==> src/rtl/cmp_pkg.sv <==
// Shared definitions for the serial magnitude comparator: state encoding,
// the neutral cascade value and the counter width helper.
package cmp_pkg;

  typedef logic [1:0] state_t;

  localparam state_t IDLE   = 2'd0;
  localparam state_t ACCEPT = 2'd1;
  localparam state_t DONE   = 2'd2;

  // Cascade inputs {lin, ein, gin} meaning "all lower bytes equal".
  localparam logic [2:0] CASCADE_EQ = 3'b010;

  function automatic int unsigned cnt_width(input int unsigned n);
    int unsigned w;
    w = 1;
    while ((32'd1 << w) < n) w++;
    return w;
  endfunction

endpackage

==> src/rtl/eight_bit_comparator.sv <==
// Cascadable 8-bit magnitude comparator: an unequal byte decides the result,
// an equal byte passes the cascade inputs through.
module eight_bit_comparator (
  input  logic [7:0] a,
  input  logic [7:0] b,
  input  logic       lin,
  input  logic       ein,
  input  logic       gin,
  output logic       lout,
  output logic       eout,
  output logic       gout
);

  always_comb begin
    {lout, eout, gout} = {lin, ein, gin};
    if (a > b) begin
      {lout, eout, gout} = 3'b001;
    end else if (a < b) begin
      {lout, eout, gout} = 3'b100;
    end
  end

endmodule

==> src/rtl/serial_magnitude_comparator.sv <==
// Byte-serial magnitude comparator, LSB byte first, around eight_bit_comparator.
// Define SIGNED_CMP_EN for two's-complement operands.
module serial_magnitude_comparator
  import cmp_pkg::*;
#(
  parameter int unsigned NUM_BYTES = 4
) (
  input  logic       clk,
  input  logic       rst_n,
  input  logic       start,
  input  logic       in_valid,
  output logic       in_ready,
  input  logic [7:0] a_byte,
  input  logic [7:0] b_byte,
  output logic       out_valid,
  input  logic       out_ready,
  output logic       less,
  output logic       equal,
  output logic       greater,
  output logic       busy
);

  localparam int unsigned      CNT_W    = cnt_width(NUM_BYTES);
  localparam logic [CNT_W-1:0] LAST_CNT = CNT_W'(NUM_BYTES - 1);

  state_t           state;
  logic [CNT_W-1:0] cnt;
  logic [2:0]       res;
  logic [2:0]       res_nxt;
  logic             is_last;
  logic             accept;
  logic [7:0]       a_cmp;
  logic [7:0]       b_cmp;

  assign is_last = (cnt == LAST_CNT);
  // A start in ACCEPT wins over a byte offered in the same cycle.
  assign accept  = (state == ACCEPT) && in_valid && !start;

`ifdef SIGNED_CMP_EN
  // Flipping both sign bits maps two's complement onto unsigned order.
  always_comb begin
    a_cmp = a_byte;
    b_cmp = b_byte;
    if (is_last) begin
      a_cmp[7] = ~a_byte[7];
      b_cmp[7] = ~b_byte[7];
    end
  end
`else
  always_comb begin
    a_cmp = a_byte;
    b_cmp = b_byte;
  end
`endif

  eight_bit_comparator u_cmp (
    .a    (a_cmp),
    .b    (b_cmp),
    .lin  (res[2]),
    .ein  (res[1]),
    .gin  (res[0]),
    .lout (res_nxt[2]),
    .eout (res_nxt[1]),
    .gout (res_nxt[0])
  );

  always_ff @(posedge clk or negedge rst_n) begin
    if (!rst_n) begin
      state <= IDLE;
      cnt   <= '0;
      res   <= CASCADE_EQ;
    end else begin
      case (state)
        IDLE: begin
          if (start) begin
            state <= ACCEPT;
            cnt   <= '0;
            res   <= CASCADE_EQ;
          end
        end
        ACCEPT: begin
          if (start) begin
            cnt <= '0;
            res <= CASCADE_EQ;
          end else if (accept) begin
            res <= res_nxt;
            if (is_last) begin
              state <= DONE;
              cnt   <= '0;
            end else begin
              cnt <= cnt + 1'b1;
            end
          end
        end
        DONE: begin
          if (out_ready) begin
            if (start) begin
              state <= ACCEPT;
              cnt   <= '0;
              res   <= CASCADE_EQ;
            end else begin
              state <= IDLE;
            end
          end
        end
        default: begin
          state <= IDLE;
          cnt   <= '0;
          res   <= CASCADE_EQ;
        end
      endcase
    end
  end

  assign in_ready  = (state == ACCEPT);
  assign out_valid = (state == DONE);
  assign busy      = (state == ACCEPT) || (state == DONE);
  assign {less, equal, greater} = res;

endmodule

==> config.mk <==
export PLATFORM = sky130hd
export DESIGN_NAME = serial_magnitude_comparator
export DESIGN_NICKNAME = d
export VERILOG_FILES = /design/src/rtl/cmp_pkg.sv /design/src/rtl/eight_bit_comparator.sv /design/src/rtl/serial_magnitude_comparator.sv
export SDC_FILE = /design/constraint.sdc
export NUM_CORES = 1
export LEC_CHECK = 0
export BUFFER_PORTS_ARGS = -buffer_cell sky130_fd_sc_hd__buf_2
export CAP_MARGIN = 25
export CORE_MARGIN = 4
export CORE_UTILIZATION = 50
export CTS_CLUSTER_SIZE = 16
export DETAILED_ROUTE_END_ITERATION = 10
export PLACE_DENSITY = 0.82
export SLEW_MARGIN = 25
export SYNTH_ARGS = -nofsm -noshare
export SYNTH_HDL_FRONTEND = slang
export SYNTH_HIERARCHICAL = 1
export SYNTH_SLANG_ARGS = --single-unit
==> constraint.sdc <==
create_clock -name clk -period 2.6 [get_ports clk]
set_input_delay 0.13 -clock clk [delete_from_list [all_inputs] [get_ports clk]]
set_output_delay 0.13 -clock clk [all_outputs]
set_load 0.01 [all_outputs]
==> run_results.csv <==
group,metric,value,unit
status,outcome,"complete, no violations",
power_and_ir_drop,internal-power,373.5,uW
clocking,cts.clk_slew.worst_paths,50,ps
power_and_ir_drop,power.density,734.9,nW/um^2
layout,diodes,0,
sta,fin_worst_skew,3.175,ps
sta,finalMaxSlewViolations,0,
layout,fill_cells,105,
global_routing,globalRouteTotalUtil,16.16,%
global_routing,gr-total-overflow,0,
yosys,syn_area,660.6,sq um
worst_setup_path,timing.rr.start,"state[0]",
layout,register_area,176.4,sq um
power_and_ir_drop,p_leak,0.0004753,uW
layout,layout_common_cells,"buf_2 (26), inv_1 (15), ha_1 (13)",
yosys,synth-seq-area-share,26.70,%
worst_setup_path,rr_worst_depth,6,
sta,max_freq,0.5757,GHz
power_and_ir_drop,p_sw,247.2,uW
drt,vias_per_cell,5.067,
clocking,h-tree-depth,1,
yosys,syn-num-nets,109,
placement,dpl.hpwl,1179,um
drt,first_iter_violations,9,
worst_setup_path,endpoint_kind,"flip-flop",
power_and_ir_drop,p_total,620.7,uW
drt,vias,608,
layout,synthToLayoutAreaGrowth,27.84,%
worst_setup_path,rrSetupSlack,860,ps
die,die_w,44.35,um
die,start_util,56.41,%
drt,remaining_drc_errors,0,
yosys,syn_avg_cell_area,8.808,sq um
global_routing,grt_pass1_wl,2270,um
drt,drt_first_pass_iters,4,
power_and_ir_drop,peakVddDrop,481.3,uV
die,die_area,1967,sq um
sta,min_period,1737,ps
clocking,post-cts-setup-buffers,0,
layout,layout_commonest_cell,"buf_2",
yosys,ys_ff_latch,7,
sta,tightest_slew,346.3,ps
die,num_io_pins,27,
flow_run,max_cap_violations,0,
die,core-area,1171,sq um
layout,drive_gt1_share,33.02,%
power_and_ir_drop,comb_power_share,54.3,%
power_and_ir_drop,power_switching_share,39.83,%
power_and_ir_drop,pwr-share-seq,30.0,%
clocking,numCtsBuffers,3,
yosys,ys_warn_count,6,
worst_setup_path,critPathCapture,"state[0]",
worst_setup_path,critPathMaxFanout,4,
worst_setup_path,startpoint_type,"flip-flop",
layout,layout.nets,141,
power_and_ir_drop,clkPwrFrac,15.7,%
worst_setup_path,timing.rr.end,"state[0]",
worst_setup_path,cp-startpoint,"state[0]",
sta,setup_viol,0,
die,die_y,44.35,um
global_routing,grt_pass1_vias,557,
clocking,clk_path_buf_depth,2,
drt,antenna_left,0,
clocking,cts_root_buffer,"clkbuf_4",
sta,fin_tns_setup,0,ps
worst_setup_path,cp.required,2730,ps
global_routing,grt_max_degree,8,
placement,pre_cts_ws,856.5,ps
sta,slew-limit-headroom,76.91,%
sta,hold_viol,0,
clocking,insertion_delay,250,ps
die,std_cell_rows,12,
sta,fin_crit_sh,66.81,%
drt,drt-wirelength-per-cell,11.09,um
drt,wl,1331,um
placement,io_buffers,26,
sta,rsz0062_at_grt,"no",
yosys,syn_inst,75,
global_routing,grt_antenna_before_repair,0,
clocking,cts_sinks,7,
worst_setup_path,worst_ep_arrival_time,1870,ps
min_path,min_path_type,"primary input to async pin",
clocking,cts_tree,"built",
placement,gp_congestion,0.7534,
worst_setup_path,path_class,"flip-flop to flip-flop",
layout,multiInputGateArea,427.9,sq um
sta,setup_ws,863.0,ps
yosys,synth.distinct_cells,24,
## registers in the layout, summed over array words and instances (netlist names)
signal	cells
cnt	2
res	3
state	2
## logic make-up (layout without fill, tap and decap cells)
family / after synthesis / count (layout) / synth area share (%)
AO/OA/AOI/OAI: 15 / 15 / 16.10
AND/OR/NAND/NOR: 19 / 19 / 14.39
adder cells (fa/ha/maj): 13 / 13 / 24.62
flip-flops: 7 / 7 / 26.70
buffers and inverters: 15 / 46 / 8.522
multiplexers: 6 / 6 / 9.659
## cell usage after synthesis
cell type	instances	area [sq um]
a211oi_2	1	12.51
a21o_1	1	7.510
a21oi_1	5	25.02
a21oi_2	2	17.52
a221o_1	1	10.01
a22o_1	1	8.760
and2b_1	1	7.510
dfrtp_1	6	150.1
dfstp_2	1	26.28
ha_1	13	162.7
inv_1	15	56.30
mux2_1	1	11.26
mux2_2	2	22.52
mux2i_1	3	30.03
nand2_1	6	22.52
nand2b_1	2	12.51
nand4_1	2	12.51
nor2_1	4	15.01
nor2b_1	2	12.51
nor3_1	1	5.000
nor3b_1	1	7.510
o211ai_1	1	7.510
o21a_1	1	7.510
o21ai_0	2	10.01
## metrics by stage
step / hold slack [ps] / area (sq um) / util, % / std cells
global route: 239.7 / 844.6 / 72.12 / 120
CTS: 223.0 / 844.6 / 72.12 / 120
detailed placement: -33.90 / 808.3 / 69.02 / 115
finish: 236.5 / 844.6 / 72.12 / 120
floorplan: -165.6 / 660.6 / - / 75
global placement: -34.80 / 808.3 / 69.02 / 115
## power groups by stage
stage               registers (uW)  clock network, uW  logic, uW
global placement               185                  0        328
global route                   193                114        385
detailed placement             188                  0        341
CTS                            186                103        344
floorplan                      190                  0        234
finish                         186               97.3        337
## worst max-delay path, cell delays in order (launching register included)
cell     delay, ps
dfrtp_1        390
inv_1           80
ha_1           230
nor2b_1        160
a221o_1        310
a21oi_2        130
mux2_1         330
## area by class of cell
class | instances | share of cell area, %
Multi-Input combinational cell | 53 | 50.67
Tap cell | 14 | 2.074
Inverter | 15 | 6.667
Timing Repair Buffer | 27 | 16.59
Clock buffer | 4 | 3.111
Sequential cell | 7 | 20.89
## how the worst min path moves through the flow
stage / startpoint / end
floorplan: rst_n / cnt[0]
global placement: rst_n / state[1]
detailed placement: rst_n / state[0]
CTS: rst_n / res[0]
global route: rst_n / res[0]
finish: rst_n / res[0]
## timing repair
item	CTS	global route
hold endpoints to repair	7	0
hold buffers	1	0
setup endpoints to repair	0	0
resized for setup	0	0
## per-layer routing
| metal | part of all wire [%] | track usage (%) | up-vias |
|---|---|---|---|
| met4 | 3.1 | 12.65 | 0 |
| li1 | - | - | 316 |
| met2 | 47 | 24.42 | 19 |
| met3 | 6.5 | 2.439 | 5 |
| met5 | 0 | 0 | - |
| met1 | 44 | 20.35 | 268 |
No activity file was read; power rests on OpenSTA's default activity.
